$ cat src/rtl/bcd_to_bin_converter_pkg.sv
// Shared constants, FSM state type and digit helper for the BCD-to-binary converter.
package bcd_to_bin_converter_pkg;

    localparam int unsigned BCD_DIGIT_W    = 4;
    localparam logic [3:0]  BCD_MAX_DIGIT  = 4'd9;
    localparam logic [3:0]  BCD_ADJ_THRESH = 4'd8;
    localparam logic [3:0]  BCD_ADJ_VAL    = 4'd3;

    typedef enum logic [1:0] {
        StIdle = 2'b00,
        StOp   = 2'b01,
        StDone = 2'b10
    } conv_state_e;

    // A nibble above 9 is not a decimal digit.
    function automatic logic digit_invalid(input logic [BCD_DIGIT_W-1:0] digit);
        return digit > BCD_MAX_DIGIT;
    endfunction

endpackage

$ cat src/rtl/bcd_to_bin_converter_digit_adjust.sv
// Per-digit correction for reverse double-dabble: digits >= 8 lose 3 after the shift.
module bcd_digit_adjust
    import bcd_to_bin_converter_pkg::*;
(
    input  logic [BCD_DIGIT_W-1:0] digit_i,
    output logic [BCD_DIGIT_W-1:0] digit_o
);

    // Only applied at >= 8, so the 4-bit subtraction cannot wrap.
    always_comb begin
        digit_o = digit_i;
        if (digit_i >= BCD_ADJ_THRESH) begin
            digit_o = digit_i - BCD_ADJ_VAL;
        end
    end

endmodule

$ cat src/rtl/bcd_to_bin_converter.sv
// Sequential BCD-to-binary converter (reverse double-dabble), one operand in flight.
module bcd_to_bin_converter
    import bcd_to_bin_converter_pkg::*;
#(
    parameter int unsigned N = 3,
    parameter int unsigned W = 10
) (
    input  logic                     clk,
    input  logic                     reset,
    input  logic                     start,
    input  logic [BCD_DIGIT_W*N-1:0] bcd_in,
    output logic                     ready,
    output logic                     done_tick,
    output logic [W-1:0]             bin_out,
    output logic                     err
);

    localparam int unsigned BcdW = BCD_DIGIT_W * N;
    localparam int unsigned CntW = $clog2(W + 1);

    conv_state_e     state_q;
    logic [BcdW-1:0] bcd_q;
    logic [W-1:0]    bin_q;
    logic [CntW-1:0] cnt_q;
    logic            err_reg_q;
    logic            ready_q;
    logic            done_tick_q;
    logic [W-1:0]    bin_out_q;
    logic            err_q;

    logic [BcdW+W-1:0] cat_shift;
    logic [BcdW-1:0]   bcd_shift;
    logic [BcdW-1:0]   bcd_adj;
    logic [W-1:0]      bin_shift;
    logic              any_bad;

    // Flag an operand containing any non-decimal nibble.
    always_comb begin
        any_bad = 1'b0;
        for (int i = 0; i < int'(N); i++) begin
            any_bad = any_bad | digit_invalid(bcd_in[i*BCD_DIGIT_W +: BCD_DIGIT_W]);
        end
    end

    // One reverse double-dabble step: shift the {bcd, bin} pair right by one.
    always_comb begin
        cat_shift = {bcd_q, bin_q} >> 1;
        bcd_shift = cat_shift[BcdW+W-1:W];
        bin_shift = cat_shift[W-1:0];
    end

    for (genvar g = 0; g < int'(N); g++) begin : g_adj
        bcd_digit_adjust u_adj (
            .digit_i (bcd_shift[g*BCD_DIGIT_W +: BCD_DIGIT_W]),
            .digit_o (bcd_adj[g*BCD_DIGIT_W +: BCD_DIGIT_W])
        );
    end

    // Control FSM with registered handshake and result outputs.
    always_ff @(posedge clk or negedge reset) begin
        if (!reset) begin
            state_q     <= StIdle;
            bcd_q       <= '0;
            bin_q       <= '0;
            cnt_q       <= '0;
            err_reg_q   <= 1'b0;
            ready_q     <= 1'b1;
            done_tick_q <= 1'b0;
            bin_out_q   <= '0;
            err_q       <= 1'b0;
        end else begin
            done_tick_q <= 1'b0;
            unique case (state_q)
                StIdle, StDone: begin
                    if (start) begin
                        bcd_q     <= bcd_in;
                        bin_q     <= '0;
                        err_reg_q <= any_bad;
                        cnt_q     <= CntW'(W);
                        ready_q   <= 1'b0;
                        state_q   <= StOp;
                    end else begin
                        state_q   <= StIdle;
                    end
                end
                StOp: begin
                    bcd_q <= bcd_adj;
                    bin_q <= bin_shift;
                    cnt_q <= cnt_q - CntW'(1);
                    // Last shift: publish the result as the FSM enters DONE.
                    if (cnt_q == CntW'(1)) begin
                        state_q     <= StDone;
                        ready_q     <= 1'b1;
                        done_tick_q <= 1'b1;
                        bin_out_q   <= err_reg_q ? '0 : bin_shift;
                        err_q       <= err_reg_q;
                    end
                end
                default: begin
                    state_q <= StIdle;
                    ready_q <= 1'b1;
                end
            endcase
        end
    end

    assign ready     = ready_q;
    assign done_tick = done_tick_q;
    assign bin_out   = bin_out_q;
    assign err       = err_q;

endmodule

$ cat config.mk
export PLATFORM = sky130hd
export DESIGN_NAME = bcd_to_bin_converter
export DESIGN_NICKNAME = d
export VERILOG_FILES = /design/src/rtl/bcd_to_bin_converter_pkg.sv /design/src/rtl/bcd_to_bin_converter_digit_adjust.sv /design/src/rtl/bcd_to_bin_converter.sv
export SDC_FILE = /design/constraint.sdc
export NUM_CORES = 1
export LEC_CHECK = 0
export CORE_MARGIN = 5
export CORE_UTILIZATION = 53
export CTS_CLUSTER_SIZE = 16
export DETAILED_ROUTE_END_ITERATION = 12
export PLACE_DENSITY = 0.78
export SLEW_MARGIN = 10
export SYNTH_ARGS = -nofsm -noshare
export SYNTH_HDL_FRONTEND = slang
export SYNTH_SLANG_ARGS = --single-unit
$ cat constraint.sdc
create_clock -name clk -period 1.95 [get_ports clk]
set_clock_uncertainty 0.05 [all_clocks]
set_input_delay 0.2925 -clock clk [delete_from_list [all_inputs] [get_ports clk]]
set_output_delay 0.2925 -clock clk [all_outputs]
set_load 0.01 [all_outputs]
==> flow_summary_export.csv <==
group,metric,value,unit
status,status,"completed",
layout,drive_above_1_share,15.5,%
clock_tree,cts_tree,"yes",
route,routed.top_layer,"met4",
logic_synthesis,synthDistinctLibCells,36,
timing,relSlewSlack,60.7,%
route,routedWlPerCell,15.8,um
flow_run,max-cap-violations,0,
global_routing,overflow,0,
place,portBuffers,27,
route,viasPerCell,5.63,
clock_tree,clk_pin_slew_worst_paths,0.07,ns
power,ir_drop,0.842,mV
critical_path,end_kind,"output pin",
global_routing,antenna_found_initial,0,
global_routing,track_usage,16.1,%
route,first_pass_iters,4,
critical_path,r2r-end,"bin_out[0]$_DFFE_PN0P_",
critical_path,path_class,"reg -> out",
power,p_leak,1.04,nW
route,wl,3710,um
critical_path,cp_slowest_cell,"dfstp_2",
timing,drv_slew,0,
logic_synthesis,synth-seq-cells,41,
critical_path,worstReg2RegStart,"cnt_q[1]$_DFFE_PN0P_",
place,hpwl,2690,um
critical_path,cp.arrival,1.38,ns
clock_tree,root_buffer,"clkbuf_8",
layout,nFillCells,285,
critical_path,max_stage_delay,0.55,ns
timing,tightest_slew,0.589,ns
timing,rsz0062_at_grt,"false",
critical_path,path_max_fanout,3,
logic_synthesis,synth_ff_type,"dfrtp_1",
route,vias,1324,
critical_path,cp.buffers_inverters,1,
global_routing,grt_pass1_vias,1312,
critical_path,crit_path_cell_trace,"clkdlybuf4s50_1",
die,core-area,0.00361,sq mm
critical_path,crit_path_start_kind,"flop",
timing,setup_viol,0,
clock_tree,cts_resized,0,
global_routing,grt_max_degree,42,
route,ant_nets,0,
global_routing,grt_pass1_wl,6280,um
die,die_x,70.5,um
clock_tree,clk_path_buf_depth,2,
layout,nNetsFinal,207,
critical_path,crit_family,"flip-flops",
logic_synthesis,syn-instance-count,161,
place,place_inst,227,
clock_tree,cts_post_setup_buffers_inserted,0,
clock_tree,clock_sinks,41,
place,gp_congestion,0.805,
clock_tree,insertion_delay,0.29,ns
layout,n_antenna_cell,0,
die,io_pins,28,
logic_synthesis,synth_edf_count,0,
critical_path,r2r.worst_path.cells,5,
layout,final_cell_mix,"dfrtp_1, clkdlybuf4s50_1, nor2b_1, a22o_1",
route,first_iter_violations,39,
logic_synthesis,synthTopCellsByArea,"dfrtp_1, mux2_4, a22o_1, nor2b_1, ha_1",
layout,finalNonFillerCells,235,
route,wl_met3,212,um
logic_synthesis,synth_seq_area_share,53.0,%
logic_synthesis,synth_area_per_cell,12.0,sq um
clock_tree,numCtsBuffers,5,
clock_tree,holdBufCountCts,0,
route,drc,0,
timing,fmax,581,MHz
layout,final_common_cell,"dfrtp_1",
logic_synthesis,syn_area,0.00194,sq mm
critical_path,r2r_slack,0.23,ns
critical_path,crit_required,1.61,ns
power,powerDensity,1520,mW/mm^2
die,start_util,53.8,%
die,die-area,0.00497,sq mm
logic_synthesis,yosysTopAreaCellShare,51.6,%
timing,fin_setup_tns,0,ns
die,die_height,70.5,um
timing,timing.final.crit_share,88.3,%
worst_hold_path,hold_path_class,"in -> async",
die,rows,22,
layout,area.growth.synth_to_final,19.0,%
timing,hold_viol,0,
timing,fin_crit,1.72,ns
route,wl_met2,1860,um
clock_tree,htreeDepth,2,
logic_synthesis,syn_nets,182,
logic_synthesis,async_flop_share,100,%
power,power,3.51,mW
logic_synthesis,synth_top_area_cell,"dfrtp_1",
logic_synthesis,ys.warnings.count,0,
route,drt-met1-wl,1540,um
==> cell families (layout without fill, tap and decap cells) <==
kind of cell,after synthesis,after routing,synth area share (%)
xor gates and xnor gates,4,4,1.81
adders and majority gates,6,6,3.87
AOI/OAI and AO/OA,32,32,12.7
DFF,41,41,53.0
muxes,14,14,9.68
buffers and inverters,19,45,5.55
and+or+nand+nor,45,45,13.4
==> flip-flops by register name, summed over array words and instances, names as in the netlist <==
signal / cells
ready: 1
bin_q: 9
state_q: 2
err: 1
err_reg_q: 1
bin_out: 10
cnt_q: 4
done_tick: 1
bcd_q: 12
==> stage by stage <==
stage / utilization [%] / hold slack [ns] / setup WS (ns) / area (sq um)
2_1_floorplan: - / -0.0531 / 0.393 / 1940
3_3_place_gp: 61.2 / 0.320 / 0.296 / 2210
3_5_place_dp: 61.2 / 0.331 / 0.225 / 2210
4_1_cts: 64.0 / 0.0188 / 0.213 / 2310
5_1_grt: 64.0 / 0.0555 / 0.105 / 2310
6_report: 64.0 / 0.00583 / 0.229 / 2310
==> Yosys cell counts, types with 3 or more instances <==
cell type and n:
ha_1 6, a221o_1 4, o211ai_1 4, clkbuf_1 3, nor2b_1 13, dfrtp_1 40
nand3_1 8, xnor2_1 4, o21ai_0 6, a22oi_1 4, mux2i_1 3, nor2_1 4
nand4_1 3, inv_1 7, nand2_1 9, a22o_1 10, mux2_4 9
==> power by group <==
part | leakage (nW) | internal (mW) | switching [mW]
registers | 0.521 | 1.20 | 0.332
logic | 0.467 | 0.757 | 0.625
clock network | 0.0542 | 0.320 | 0.276
total | 1.04 | 2.28 | 1.23
==> final cells by class <==
cell class / count / area, sq um / share of cell area [%]
clock buffers: 7 / 96.3 / 4.18
clock inverters: 1 / 5.00 / 0.217
inverters: 7 / 26.3 / 1.14
multi-input cells: 101 / 805 / 34.9
flip-flops and latches: 41 / 1030 / 44.5
well taps: 48 / 60.1 / 2.60
repair buffers: 30 / 288 / 12.5
==> worst max path at each step <==
stage | endpoint | slack, ns | depth (start not counted) | startpoint
CTS | ready | 0.21 | 1 | ready$_DFFE_PN1P_
global route | bin_out[0]$_DFFE_PN0P_ | 0.10 | 5 | cnt_q[1]$_DFFE_PN0P_
global placement | err_reg_q$_DFFE_PN0P_ | 0.30 | 5 | start
finish | ready | 0.23 | 1 | ready$_DFFE_PN1P_
floorplan | bin_out[2]$_DFFE_PN0P_ | 0.39 | 6 | cnt_q[1]$_DFFE_PN0P_
detailed placement | bin_out[0]$_DFFE_PN0P_ | 0.22 | 5 | cnt_q[1]$_DFFE_PN0P_
==> routing by layer <==
layer  GRT usage (%)  vias up
met5               0        -
met4            7.02        0
met3            4.03       10
met2            26.0       53
met1            20.5      653
li1                -      608
(Power assumes the default switching activity.)
